## src/rtl/logic_unit_seq_pkg.sv

```systemverilog
// Shared opcode definitions for the sequential logic unit.
// State encodings are kept private to logic_unit_seq.
package logic_unit_seq_pkg;

   localparam int ALU_LOP_W = 4;

   typedef enum logic [ALU_LOP_W-1:0] {
      ALU_LOP_AND    = 4'd0,
      ALU_LOP_OR     = 4'd1,
      ALU_LOP_XOR    = 4'd2,
      ALU_LOP_NOT    = 4'd3,
      ALU_LOP_NAND   = 4'd4,
      ALU_LOP_NOR    = 4'd5,
      ALU_LOP_XNOR   = 4'd6,
      ALU_LOP_ANDN   = 4'd7,
      ALU_LOP_POPCNT = 4'd8
   } alu_lop_e;

endpackage

```

## src/rtl/logic_unit_seq_popcnt_chunk.sv

```systemverilog
// Combinational population count of one W-bit chunk.
module popcnt_chunk #(
   parameter int W = 8
) (
   input  logic [W-1:0]           data_i,
   output logic [$clog2(W+1)-1:0] count_o
);

   localparam int CW = $clog2(W+1);

   // NOTE: blocking assignments in always_comb let the running sum chain within one evaluation.
   always_comb begin
      count_o = '0;
      for (int i = 0; i < W; i++) begin
         count_o = count_o + CW'(data_i[i]);
      end
   end

endmodule

```

## src/rtl/logic_unit_seq.sv

```systemverilog
// Handshaked bitwise logic unit with a multi-cycle chunked POPCNT.
// A single output register slot holds the result until the consumer takes it.
module logic_unit_seq
   import logic_unit_seq_pkg::*;
#(
   parameter int WIDTH     = 32,
   parameter int CNT_CHUNK = 8
) (
   input  logic                 clk,
   input  logic                 rst_n,
   input  logic                 in_valid,
   output logic                 in_ready,
   input  logic [ALU_LOP_W-1:0] op,
   input  logic [WIDTH-1:0]     a,
   input  logic [WIDTH-1:0]     b,
   output logic                 out_valid,
   input  logic                 out_ready,
   output logic [WIDTH-1:0]     y,
   output logic                 zero,
   output logic                 parity,
   output logic                 err,
   output logic                 busy
);

   localparam int N  = WIDTH / CNT_CHUNK;
   localparam int AW = $clog2(WIDTH + 1);
   localparam int CW = $clog2(CNT_CHUNK + 1);
   localparam int NW = $clog2(N + 1);

   typedef enum logic [1:0] {
      S_IDLE,
      S_CALC,
      S_HOLD
   } state_e;

   state_e           state_q, state_d;
   logic [WIDTH-1:0] y_q, y_d;
   logic             zero_q, zero_d;
   logic             parity_q, parity_d;
   logic             err_q, err_d;
   logic [WIDTH-1:0] shreg_q, shreg_d;
   logic [AW-1:0]    acc_q, acc_d;
   logic [NW-1:0]    cnt_q, cnt_d;

   logic [CW-1:0]    chunk_cnt;
   logic [AW-1:0]    acc_sum;
   logic [WIDTH-1:0] pop_res;
   logic [WIDTH-1:0] op_res;
   logic             op_err;
   logic             accept;

   popcnt_chunk #(.W(CNT_CHUNK)) u_popcnt_chunk (
      .data_i  (shreg_q[CNT_CHUNK-1:0]),
      .count_o (chunk_cnt)
   );

   assign acc_sum = acc_q + AW'(chunk_cnt);
   assign pop_res = WIDTH'(acc_sum);

   assign in_ready  = (state_q == S_IDLE) || ((state_q == S_HOLD) && out_ready);
   assign accept    = in_valid && in_ready;
   assign out_valid = (state_q == S_HOLD);
   assign busy      = (state_q == S_CALC);
   assign y         = y_q;
   assign zero      = zero_q;
   assign parity    = parity_q;
   assign err       = err_q;

   // Illegal opcodes yield y=0 with err set; POPCNT never uses this path.
   always_comb begin
      op_res = '0;
      op_err = 1'b0;
      case (op)
         ALU_LOP_AND:    op_res = a & b;
         ALU_LOP_OR:     op_res = a | b;
         ALU_LOP_XOR:    op_res = a ^ b;
         ALU_LOP_NOT:    op_res = ~a;
         ALU_LOP_NAND:   op_res = ~(a & b);
         ALU_LOP_NOR:    op_res = ~(a | b);
         ALU_LOP_XNOR:   op_res = ~(a ^ b);
         ALU_LOP_ANDN:   op_res = a & ~b;
         ALU_LOP_POPCNT: op_res = '0;
         default:        op_err = 1'b1;
      endcase
   end

   // NOTE: every variable gets a default first so no path leaves it unassigned (no latch).
   always_comb begin
      state_d  = state_q;
      y_d      = y_q;
      zero_d   = zero_q;
      parity_d = parity_q;
      err_d    = err_q;
      shreg_d  = shreg_q;
      acc_d    = acc_q;
      cnt_d    = cnt_q;

      case (state_q)
         S_CALC: begin
            shreg_d = shreg_q >> CNT_CHUNK;
            acc_d   = acc_sum;
            cnt_d   = cnt_q - NW'(1);
            if (cnt_q == NW'(1)) begin
               y_d      = pop_res;
               zero_d   = (pop_res == '0);
               parity_d = ^pop_res;
               err_d    = 1'b0;
               state_d  = S_HOLD;
            end
         end
         default: begin
            if (state_q == S_HOLD && out_ready) begin
               state_d = S_IDLE;
            end
            // A HOLD retire and a new accept share the same edge.
            if (accept) begin
               if (op == ALU_LOP_POPCNT) begin
                  shreg_d = a;
                  acc_d   = '0;
                  cnt_d   = NW'(N);
                  state_d = S_CALC;
               end else begin
                  y_d      = op_res;
                  zero_d   = (op_res == '0);
                  parity_d = ^op_res;
                  err_d    = op_err;
                  state_d  = S_HOLD;
               end
            end
         end
      endcase
   end

   // NOTE: sequential state uses non-blocking assignments so all registers update together.
   always_ff @(posedge clk) begin
      if (!rst_n) begin
         state_q  <= S_IDLE;
         y_q      <= '0;
         zero_q   <= 1'b0;
         parity_q <= 1'b0;
         err_q    <= 1'b0;
         shreg_q  <= '0;
         acc_q    <= '0;
         cnt_q    <= '0;
      end else begin
         state_q  <= state_d;
         y_q      <= y_d;
         zero_q   <= zero_d;
         parity_q <= parity_d;
         err_q    <= err_d;
         shreg_q  <= shreg_d;
         acc_q    <= acc_d;
         cnt_q    <= cnt_d;
      end
   end

endmodule

```

## config.mk

```make
export PLATFORM = sky130hd
export DESIGN_NAME = logic_unit_seq
export DESIGN_NICKNAME = d
export VERILOG_FILES = /design/src/rtl/logic_unit_seq_pkg.sv /design/src/rtl/logic_unit_seq_popcnt_chunk.sv /design/src/rtl/logic_unit_seq.sv
export SDC_FILE = /design/constraint.sdc
export NUM_CORES = 1
export LEC_CHECK = 0
export ABC_AREA = 1
export CAP_MARGIN = 15
export CORE_MARGIN = 1
export CORE_UTILIZATION = 31
export CTS_CLUSTER_DIAMETER = 40
export DETAILED_ROUTE_END_ITERATION = 8
export DONT_BUFFER_PORTS = 1
export GPL_TIMING_DRIVEN = 0
export PLACE_DENSITY_LB_ADDON = 0.1
export SYNTH_ARGS = -nofsm -noshare
export SYNTH_HDL_FRONTEND = slang
export SYNTH_HIERARCHICAL = 1
export SYNTH_SLANG_ARGS = --single-unit
```

## constraint.sdc

```tcl
create_clock -name clk -period 10.5 [get_ports clk]
set_clock_uncertainty 0.05 [all_clocks]
set_input_delay 1.05 -clock clk [delete_from_list [all_inputs] [get_ports clk]]
set_output_delay 1.05 -clock clk [all_outputs]
set_load 0.1 [all_outputs]
```

---- Yosys cells after proc, flatten, opt, wreduce, memory -nomap -nowiden ----
Index checks and enable logic that the tools add are counted.
cells by class
  $add $sub $neg .......................... 9
  multipliers ............................. 0
  div/mod/pow operators ................... 0
  $lt $le $gt $ge ......................... 0
  eq/ne operators ......................... 13
  shift operators ......................... 0
  muxes and demuxes ....................... 32
  bitwise operators ....................... 10
  reduce and logical (&&, ||, !) cells .... 18
operators by type and width
  operator                                                               count
  32-bit case mux with 8 select lines                                    1
  32-bit inverter                                                        5
  32-bit 2-to-1 mux                                                      4
  24-bit 2-to-1 mux                                                      3
  32-bit bitwise AND                                                     2
  32-bit zero test                                                       2
  32-bit XOR reduction                                                   2
  32-bit OR                                                              1
  32-bit bitwise XOR                                                     1
  4-bit by 1-bit adder with 4-bit output                                 6
  6-bit 2-to-1 mux                                                       3
  4-bit by 3-bit equality test with 1-bit output, second input constant  4
  1-bit 2-to-1 mux                                                       13
  2-bit 2-to-1 mux                                                       5
  3-bit 2-to-1 mux                                                       3
  4-bit by 2-bit equality test with 1-bit output, second input constant  2
  8-bit OR reduction                                                     1
  6-bit by 4-bit adder with 6-bit output                                 1
  2-bit AND reduction                                                    3
  4-bit by 1-bit equality test with 1-bit output, second input constant  1
  4-bit equality test, second input constant                             1
  4-bit zero test                                                        1
  2-bit nonzero test                                                     2
  3-bit by 1-bit equality test with 1-bit output, second input constant  1
  13 further kinds                                                       14
storage, ports and cells
  flip-flop bits (word level) ............. 78
  bits in latches ......................... 0
  bits in writable memories ............... 0
  bits in read-only memories .............. 0
  memories ................................ 0

---- Depth between registers and ports, before layout ----
  depth in word-level cells ............... 11
  mapped depth ............................ 24
  depth with buffers taken out ............ 24

---- By module ----
The synthesis kept the hierarchy.
modules (own cells, without submodules)
  module          times used  cells an instance  area each (um^2)  sequential area each (um^2)
  logic_unit_seq  1           1133               7340.8            1561.5
  popcnt_chunk    1           29                 201.4             0.0

---- Worst setup path after synthesis ----
Ideal clock, no wire load.
  path type ............................... reg2reg
  start ................................... reg shreg_q[0]
  end ..................................... reg parity_q, in the netlist parity
  library setup time ...................... 0.122 ns
  arrival time ............................ 4.166 ns
  data required time ...................... 10.328 ns
  setup slack ............................. 6.162 ns
  cell stages (with the launch flop) ...... 22
  path buffers ............................ 0
  period minus slack after synthesis ...... 4.338 ns
  cell sequence ........................... dfxtp_1 > inv_1 > fa_1 > fa_1 > fa_1 > inv_1 > ha_1 > inv_1 > fa_1 > nand2_1 > nand2_1 > ha_1 > a21oi_1 > nand2_1 > or2_2 > nand2_1 > ha_1 > xor2_1 > o21ai_0 > a21oi_1 > nor2_1 > a21oi_1
between the ends
  word-level cells in the longest chain between the ends .. 11
RTL lines
  item                                                 RTL line                           text
  from (decl)                                          logic_unit_seq.sv:41               logic [WIDTH-1:0] shreg_q, shreg_d;
  from (signal assigned)                               logic_unit_seq.sv:151              shreg_q <= shreg_d;
  1-bit by 1-bit adder with 2-bit output               logic_unit_seq_popcnt_chunk.sv:15  count_o = count_o + CW'(data_i[i]);
  4-bit by 1-bit adder with 4-bit output (6 in a row)  logic_unit_seq_popcnt_chunk.sv:15
  via chunk_cnt[2]                                     logic_unit_seq.sv:45               logic [CW-1:0] chunk_cnt;
  6-bit by 4-bit adder with 6-bit output               logic_unit_seq.sv:57               assign acc_sum = acc_q + AW'(chunk_cnt);
  32-bit XOR reduction                                 logic_unit_seq.sv:106              parity_d = ^pop_res;
  1-bit 2-to-1 mux                                     logic_unit_seq.sv:103              if (cnt_q == NW'(1)) begin
  1-bit 2-to-1 mux                                     logic_unit_seq.sv:98               case (state_q)
  to (signal assigned)                                 logic_unit_seq.sv:149              parity_q <= parity_d;
  to (decl)                                            logic_unit_seq.sv:39               logic parity_q, parity_d;
The timed path passes the listed nets, and every way through them passes these cells. The select of a mux whose other input is x is not followed.
A chain may end at the register's enable or synchronous reset.

---- Worst setup path after layout ----
Ends and elaborated chain as after synthesis.

==> results.toml <==
[routing]
wl_per_cell_microns = 16.9
drtPass1Iterations = 5
drc = 0
via_per_inst = 4.75
via_count = 7124
drt_iter0_drc = 466
wl_microns = 25300
ant_nets = 0

[critical_path]
cp-startpoint = "shreg_q[0]$_SDFFE_PN0P_"
startpoint_type = "flop"
r2r_start = "shreg_q[0]$_SDFFE_PN0P_"
critPathKind = "reg2reg"
worst_ep_required_time_ns = 10.73
reg2reg_to = "parity$_SDFFE_PN0P_"
cp_max_fo = 5
end_kind = "flop"
worstRegToRegCells = 21
critPathArrivalTime_ns = 4.92
r2r_slack_ns = 5.81
crit_end = "parity$_SDFFE_PN0P_"

[global_route]
grt_max_degree = 14
grt_usage_pct = 21.1
antenna_found_initial = 1
grt_pass1_wl_microns = 38800
grt.overflow.total = 0
grt_pass1_vias = 6905

[cts]
cts_hold_buf = 0
cts_buffers = 9
h-tree-depth = 3
path_clk_slew_ns = 0.06
cts_setup_buffers = 0
clk_latency_ns = 0.35
max-clock-path-buffers = 2
root_buffer = "clkbuf_16"
cts_resized = 0
cts_tree = "built"
cts.sinks = 78

[die]
floorplan.rows = 56
die_y_microns = 158
die-width_microns = 158
die_area_sq_um = 25000
core_area_sq_um = 23700
start_util_pct = 31.8
pin_count = 110

[timing]
final_hold_viol_count = 0
finalSetupViolCount = 0
period_share_pct = 44.7
post-route-min-period_ns = 4.69
relSlewSlack_pct = 26.4
tightest_slew_ns = 1.10
rsz0062_at_grt = "no"
tns_ns = 0
maxClockFrequency_mhz = 213
slew_violations = 0

[place]
dpl.hpwl_microns = 20400
gp_congestion = 0.861
io_buffers = 0

[logic_synthesis]
syn_inst = 1162
yosys.area.top_type = "dfxtp_1"
async_reset_ff_share_pct = 0
postSynthAreaPerCell_sq_um = 6.49
ys_warn_count = 6
synth_top_area_share_pct = 20.7
synth_flop_cell = "dfxtp_1"
synth_fp_nets = 1363
netlist_top_cells_area = "dfxtp_1 (21%), ha_1 (21%), nand2_1 (17%)"
seq_area_frac_synth_pct = 20.7
netlist_area_sq_um = 7540
yosysUniqueCellTypes = 38
yosys-top-cells-count = "nand2_1 (350), inv_1 (182), ha_1 (124)"
synth.most_common_cell = "nand2_1"
synth_edf_count = 0
ys_seq_elements = 78

[power_and_ir_drop]
leakagePower_nw = 3.98
power_mw = 0.938
powerDensity_nw_per_um2 = 114
ir_worst_vdd_v = 0.0000612

[final_layout]
drive_gt1_share_pct = 7.20
antenna_cells = 0
layout.nets = 1376
syn2layout_area_growth_pct = 9.51

[hold_path]
hp-class = "reg2reg"

[outcome]
status = "complete, no violations"

[job]
max-cap-violations = 0
==> cell usage in the layout, fill, tap and decap left out, types with 4 or more instances in the layout <==
cell,n
dfxtp_1,78
o2111ai_1,5
a211oi_1,9
inv_1,182
fa_1,5
nand2b_1,4
buf_2,22
a21oi_1,23
or2_2,7
a31oi_1,26
clkbuf_16,9
nand4_1,8
buf_6,8
o22ai_1,15
ha_1,124
nand2_1,350
clkbuf_1,15
nand3_1,44
o21ai_0,103
nor2_1,93
o21ai_2,11
==> flip-flops by register name (all words and copies together), names as in the netlist <==
signal,flops
state_q,2
zero,1
err,1
shreg_q,32
acc_q,6
parity,1
y,32
cnt_q,3
==> worst min path at each step <==
stage	depth (start not counted)	slack (ns)	from	endpoint
after floorplan	2	0.39	cnt_q[1]$_SDFFE_PN0P_	cnt_q[1]$_SDFFE_PN0P_
after global placement	2	0.40	cnt_q[1]$_SDFFE_PN0P_	cnt_q[1]$_SDFFE_PN0P_
after detailed placement	2	0.41	cnt_q[1]$_SDFFE_PN0P_	cnt_q[1]$_SDFFE_PN0P_
after CTS	2	0.42	cnt_q[1]$_SDFFE_PN0P_	cnt_q[1]$_SDFFE_PN0P_
after global routing	2	0.44	acc_q[3]$_SDFFE_PN0P_	acc_q[3]$_SDFFE_PN0P_
final	2	0.41	cnt_q[1]$_SDFFE_PN0P_	cnt_q[1]$_SDFFE_PN0P_
==> routing by layer <==
| metal | up-vias | part of all wire (%) | track usage (%) |
|---|---|---|---|
| li1 | 3709 | - | - |
| met4 | 2 | 3.4 | 9.48 |
| met3 | 48 | 7.4 | 6.00 |
| met2 | 178 | 44 | 34.1 |
| met5 | - | 0.051 | 0 |
| met1 | 3187 | 45 | 26.0 |
==> cell type report <==
| cell class | count | area (sq um) |
|---|---|---|
| clock buffer | 12 | 246 |
| sequential | 78 | 1560 |
| buffer | 47 | 285 |
| inverter | 184 | 693 |
| multi-input combinational | 853 | 5000 |
| fill | 2704 | 15400 |
| clock inverter | 4 | 31.3 |
| timing repair buffer | 2 | 38.8 |
| tap | 319 | 399 |
==> power by group <==
part           total, mW  switching [mW]  internal [mW]
Clock              0.309           0.141          0.168
Sequential         0.380          0.0723          0.307
Combinational      0.249           0.164         0.0853
Total              0.938           0.377          0.561
==> cell families after synthesis <==
family / Yosys count / synth area share, %
flip-flops: 78 / 20.7
adder cells (fa/ha/maj): 129 / 21.9
AO/OA/AOI/OAI: 198 / 15.2
AND/OR/NAND/NOR: 522 / 28.7
XOR/XNOR: 4 / 0.465
buffers and inverters: 231 / 13.0
==> worst max-delay path: stages (launching register included) <==
cell and delay (ns):
dfxtp_1 0.34, inv_1 0.06, fa_1 0.55, fa_1 0.44
fa_1 0.44, inv_1 0.06, ha_1 0.16, inv_1 0.06
fa_1 0.43, nand2_1 0.08, nand2_1 0.07, ha_1 0.34
a21oi_1 0.21, nand2_1 0.08, or2_2 0.29, nand2_1 0.06
ha_1 0.23, xor2_1 0.20, o21ai_0 0.11, a21oi_1 0.16
nor2_1 0.07, a21oi_1 0.14
==> stage by stage <==
| stage | instance area [sq um] | instances | util [%] | hold WS, ns | worst slack (ns) |
|---|---|---|---|---|---|
| 2_1_floorplan | 7540 | 1162 | - | 0.389 | 6.16 |
| 3_3_place_gp | 7940 | 1481 | 33.5 | 0.401 | 5.82 |
| 3_5_place_dp | 7980 | 1483 | 33.7 | 0.405 | 5.80 |
| 4_1_cts | 8260 | 1499 | 34.9 | 0.416 | 5.76 |
| 5_1_grt | 8260 | 1499 | 34.9 | 0.444 | 5.45 |
| 6_report | 8260 | 1499 | 34.9 | 0.415 | 5.81 |
Power figures use the tool's default switching activity.
